==> config.mk <==
export PLATFORM = sky130hd
export DESIGN_NAME = sobel_window_ctrl
export DESIGN_NICKNAME = d
export VERILOG_FILES = /design/src/rtl/sobel_window_ctrl.sv
export SDC_FILE = /design/constraint.sdc
export NUM_CORES = 1
export LEC_CHECK = 0
export BUFFER_PORTS_ARGS = -buffer_cell sky130_fd_sc_hd__buf_2
export CORE_MARGIN = 8
export CORE_UTILIZATION = 60
export CTS_CLUSTER_DIAMETER = 50
export DETAILED_ROUTE_END_ITERATION = 6
export PLACE_DENSITY_LB_ADDON = 0.2
export RECOVER_POWER = 50
export SLEW_MARGIN = 20
export SYNTH_ARGS = -nofsm -noshare
export SYNTH_HDL_FRONTEND = slang
export SYNTH_SLANG_ARGS = --single-unit
export TNS_END_PERCENT = 10
==> constraint.sdc <==
create_clock -name clock -period 5.55 [get_ports clock]
set_input_delay 0.8325 -clock clock [delete_from_list [all_inputs] [get_ports clock]]
set_output_delay 0.8325 -clock clock [all_outputs]
set_load 0.02 [all_outputs]
==> src/rtl/sobel_window_ctrl.sv <==
// Frame sequencer for the 3x3 Sobel stage: paces grayscale FIFO pops, line-buffer shifts
// (with a zero-fill flush at the end of the frame) and result pushes into the output FIFO.
module sobel_window_ctrl #(
    parameter int WIDTH    = 720,
    parameter int HEIGHT   = 540,
    parameter int CNT_W    = 19,
    parameter int PIPE_LAT = 1
) (
    input  logic clock,
    input  logic reset,
    input  logic start,
    input  logic in_empty,
    output logic in_rd_en,
    input  logic out_full,
    output logic lb_clear,
    output logic lb_shift_en,
    output logic lb_zero_fill,
    output logic out_border,
    output logic out_wr_en,
    output logic busy,
    output logic frame_done
);

    localparam logic [CNT_W-1:0] TOTAL    = CNT_W'(WIDTH * HEIGHT);
    localparam logic [CNT_W-1:0] LAG      = CNT_W'(WIDTH + 1);
    localparam logic [CNT_W-1:0] LAST_COL = CNT_W'(WIDTH - 1);
    localparam logic [CNT_W-1:0] LAST_ROW = CNT_W'(HEIGHT - 1);
    localparam logic [CNT_W-1:0] ONE      = CNT_W'(1);

    typedef enum logic [2:0] {
        IDLE,
        FILL,
        RUN,
        FLUSH,
        DONE
    } state_t;

    state_t state, state_next;

    logic [CNT_W-1:0] in_cnt, out_cnt, out_row, out_col;
    logic             issue, border;
    logic [PIPE_LAT-1:0] issue_pipe, border_pipe;

    assign border = (out_row == '0) || (out_row == LAST_ROW) ||
                    (out_col == '0) || (out_col == LAST_COL);

    // One step per cycle at most; a stalled step leaves every strobe low.
    always_comb begin
        state_next   = state;
        in_rd_en     = 1'b0;
        lb_clear     = 1'b0;
        lb_shift_en  = 1'b0;
        lb_zero_fill = 1'b0;
        issue        = 1'b0;
        case (state)
            IDLE: begin
                if (start) begin
                    lb_clear   = 1'b1;
                    state_next = FILL;
                end
            end
            FILL: begin
                if (!in_empty) begin
                    in_rd_en    = 1'b1;
                    lb_shift_en = 1'b1;
                    if (in_cnt + ONE == LAG) state_next = RUN;
                end
            end
            RUN: begin
                // Pop and issue together so the window stays exactly LAG pixels ahead.
                if (!in_empty && !out_full) begin
                    in_rd_en    = 1'b1;
                    lb_shift_en = 1'b1;
                    issue       = 1'b1;
                    if (in_cnt + ONE == TOTAL) state_next = FLUSH;
                end
            end
            FLUSH: begin
                if (!out_full) begin
                    lb_shift_en  = 1'b1;
                    lb_zero_fill = 1'b1;
                    issue        = 1'b1;
                    if (out_cnt + ONE == TOTAL) state_next = DONE;
                end
            end
            DONE:    state_next = IDLE;
            default: state_next = IDLE;
        endcase
    end

    always_ff @(posedge clock) begin
        if (!reset) begin
            state       <= IDLE;
            in_cnt      <= '0;
            out_cnt     <= '0;
            out_row     <= '0;
            out_col     <= '0;
            busy        <= 1'b0;
            frame_done  <= 1'b0;
            issue_pipe  <= '0;
            border_pipe <= '0;
        end else begin
            state      <= state_next;
            busy       <= (state_next != IDLE);
            frame_done <= (state_next == DONE);
            if (lb_clear) begin
                in_cnt  <= '0;
                out_cnt <= '0;
                out_row <= '0;
                out_col <= '0;
            end else begin
                if (in_rd_en) in_cnt <= in_cnt + ONE;
                if (issue) begin
                    out_cnt <= out_cnt + ONE;
                    if (out_col == LAST_COL) begin
                        out_col <= '0;
                        out_row <= out_row + ONE;
                    end else begin
                        out_col <= out_col + ONE;
                    end
                end
            end
            // Delay line matches the datapath latency from shift to result.
            issue_pipe[0]  <= issue;
            border_pipe[0] <= issue & border;
            for (int i = 1; i < PIPE_LAT; i++) begin
                issue_pipe[i]  <= issue_pipe[i-1];
                border_pipe[i] <= border_pipe[i-1];
            end
        end
    end

    assign out_wr_en  = issue_pipe[PIPE_LAT-1];
    assign out_border = border_pipe[PIPE_LAT-1];

endmodule

==> results.md <==
* **TritonRoute pass-1 iters** 4
* **worst-case vdd ir drop** 0.1526 mV
* **global routing usage summed across all routing layers** 17.02%
* **worst flop-to-flop path endpoint** out_row[16]
* **global-route wire length before repair** 15890 um
* **startpoint of the most critical setup path** out_full
* **transition time at the pin with the least slew margin** 1.753 ns
* **Post-Syn Area per Cell** 8.175 sq um
* **global-route congestion overflow total** 0
* **Final Max Slew Viols** 40
* **Period minus WS final** 3.696 ns
* **# IOs** 13
* **YS warnings** 0
* **startpoint of the worst-slack reg-to-reg timing path** state[1]
* **via count of the first global-routing pass** 3573
* **required time of the critical path** 5.79 ns
* **placed inst area** 4619 sq um
* **maximum capacitance violations** 1
* **Post-Route Utilization** 63.19%
* **gate count of the mapped netlist** 562
* **proportion of synthesized flip-flops having asynchronous set or reset** 0%
* **initial DRC count** 234
* **post-route cell area** 4782 sq um
* **Netlist cell types** 63
* **per-cell routed wire length** 13.49 um
* **violations in the final reports** max-capacitance violations, max-slew violations
* **TritonCTS clock tree** done
* **number of cells on the worst reg-to-reg path** 7
* **f_max** 270.5 MHz
* **count of H-tree levels built during CTS** 3
* **number of antenna violations at the first check in global routing** 0
* **areal power density over the cells** 223.2 nW/um^2
* **Worst setup EP type** flip-flop
* **DIE AREA** 10710 sq um
* **number of remaining DRC errors** 0
* **area used by sequential logic in the layout** 1662 sq um
* **outcome** finished with violations
* **layout cell share with drive strength beyond 1** 7.143%
* **pin count of the biggest net entering global routing** 40
* **area of the core** 7567 sq um
* **synthesized area** 4594 sq um
* **final worst clock skew** 0.008949 ns
* **WHS Endpoint** out_col[1]
* **most instantiated library cell after synthesis** sky130_fd_sc_hd__nor2_1
* **clock buffer count from CTS** 9
* **DPL Wire Length** 6317 um
* **critical path peak fanout** 12
* **type of the worst setup path** in2reg
* **final-report hold violation count** 0
* **WHS Path Cells** 2
* **ys flop type** sky130_fd_sc_hd__dfxtp_1
* **post-CTS sizing** 0
* **Die Span X** 103.5 um
* **CTS clock-pin slew for the worst setup and hold paths** 0.09 ns
* **# hold bufs at CTS** 0
* **Longest Clk Path Bufs** 2
* **initial core utilization** 60.71%
* **setup repair after global routing missed its margin** no
* **Static Leakage** 1.551 nW
* **die height** 103.5 um
* **Final period util** 66.60%
* **Overall Power** 1.067 mW
* **synthesized net count** 575
* **ranking of synthesized cells by area** sky130_fd_sc_hd__dfxtp_1 36%, sky130_fd_sc_hd__xor2_1 8.2%, sky130_fd_sc_hd__nor2_1 7.0%, sky130_fd_sc_hd__xnor2_1 5.5%, sky130_fd_sc_hd__nand2_1 3.7%
* **antenna cell count** 0
* **Post-Route Setup TNS** 0 ns
* **class of the most critical hold timing path** reg2reg
* **critical hold path startpoint** out_col[1]
* **clock root buffer** sky130_fd_sc_hd__clkbuf_8
* **Port Buffers** 12
* **routability congestion estimate** 0.8682
* **detailed-route vias per instance** 5.698
* **Post-synth top cells** 86 x sky130_fd_sc_hd__nor2_1, 83 x sky130_fd_sc_hd__dfxtp_1, 45 x sky130_fd_sc_hd__nand2_1
* **final wirelength** 8928 um
* **DRT antenna net count** 0
* **proportion of netlist area held by the largest area contributor** 36.17%
* **Worst Setup Start Kind** primary input
* **overall via count from detail_route** 3772
* **layout overhead on the synthesized area** 4.085%
* **post-synthesis cell type with the largest combined area** sky130_fd_sc_hd__dfxtp_1
* **worst skew pair latency** 0.35 ns
* **Multi-input gate area** 2644 sq um
* **final net count** 569
* **Post CTS Setup Buffer Count** 0
* **Site Rows** 32
* **Sink Count** 83
* **fill count** 666
* **final count of negative-setup-slack endpoints** 0
* **Reg2Reg Setup Slack** 2.08 ns
* **Worst Path Arrival** 3.94 ns
* **sequential area share after synthesis** 36.17%
* **number of register bits inferred by synthesis** 83
* **Post-synth EDFFs** 0
* **worst slew slack as a fraction of its limit** -16.87%
final cells by class:
cell class | count | area share (%)
multi-input combinational | 424 | 55.29
sequential | 83 | 34.75
clock buffer | 10 | 2.669
tap | 102 | 2.669
inverter | 23 | 1.805
timing repair buffer | 15 | 1.518
clock inverter | 5 | 1.308
stage by stage:
stage	setup slack, ns	std cells	hold WS, ns
2_1_floorplan	2.184	562	0.4663
3_3_place_gp	2.141	647	0.4790
3_5_place_dp	2.044	647	0.4854
4_1_cts	2.403	662	0.4969
5_1_grt	1.619	662	0.5339
6_report	1.854	662	0.4921
cells by family after synthesis:
kind of cell | synth area share (%)
buffers and inverters | 6.073
XOR/XNOR | 13.73
AND/OR/NAND/NOR | 32.22
flip-flops | 36.17
AO/OA/AOI/OAI | 8.252
multiplexers | 1.389
adder cells (fa/ha/maj) | 2.179
critical path, cell delays in order:
cell and delay (ns):
sky130_fd_sc_hd__buf_2 0.11, sky130_fd_sc_hd__nand2b_1 0.21, sky130_fd_sc_hd__or3_1 0.56, sky130_fd_sc_hd__nor4_1 1.00, sky130_fd_sc_hd__nand4_2 0.34, sky130_fd_sc_hd__nor4_2 0.35
sky130_fd_sc_hd__and3_1 0.21, sky130_fd_sc_hd__mux2_2 0.32
flip-flops by register name (all words and copies together), names as in the netlist:
signal	count
in_cnt	19
out_cnt	19
out_col	19
out_row	19
state	3
busy	1
frame_done	1
out_border	1
out_wr_en	1
power by group:
group          switching [mW]  internal (mW)  total, mW
clock                   0.222          0.209      0.431
combinational          0.0261        0.00994     0.0360
sequential            0.00316          0.597      0.600
total                   0.251          0.816       1.07
routing by layer:
metal  share of wire, %  vias to the layer above  GRT usage [%]
li1                   -                     1928              -
met1                 48                     1784          20.84
met2                 47                       51          29.29
met3                3.4                        9          3.470
met4               0.93                        0          4.932
met5                  0                        -              0
how the worst max path moves through the flow:
stage / endpoint / slack, ns
after floorplan: lb_shift_en / 2.18
after global placement: out_row[16] / 2.14
after detailed placement: out_row[16] / 2.04
after CTS: out_row[16] / 2.40
after global routing: out_row[16] / 1.62
final: out_row[16] / 1.85
layout by cell type, fill, tap and decap left out, drive strengths merged, types with 2 or more instances in the layout:
cell	n
a2111oi	2
a211oi	3
a21oi	17
a31oi	4
a41oi	2
and2	4
and3	12
and4	4
buf	9
clkbuf	16
clkinvlp	2
dfxtp	83
ha	8
inv	25
mux2	3
mux2i	3
nand2	45
nand2b	4
nand3	32
nand4	26
nand4b	3
nor2	86
nor2b	2
nor3	19
nor4	14
nor4b	4
o2111ai	2
o21ai	14
o21bai	2
o22ai	4
or2	3
or3	15
xnor2	29
xor2	43
(Power assumes the default switching activity.)
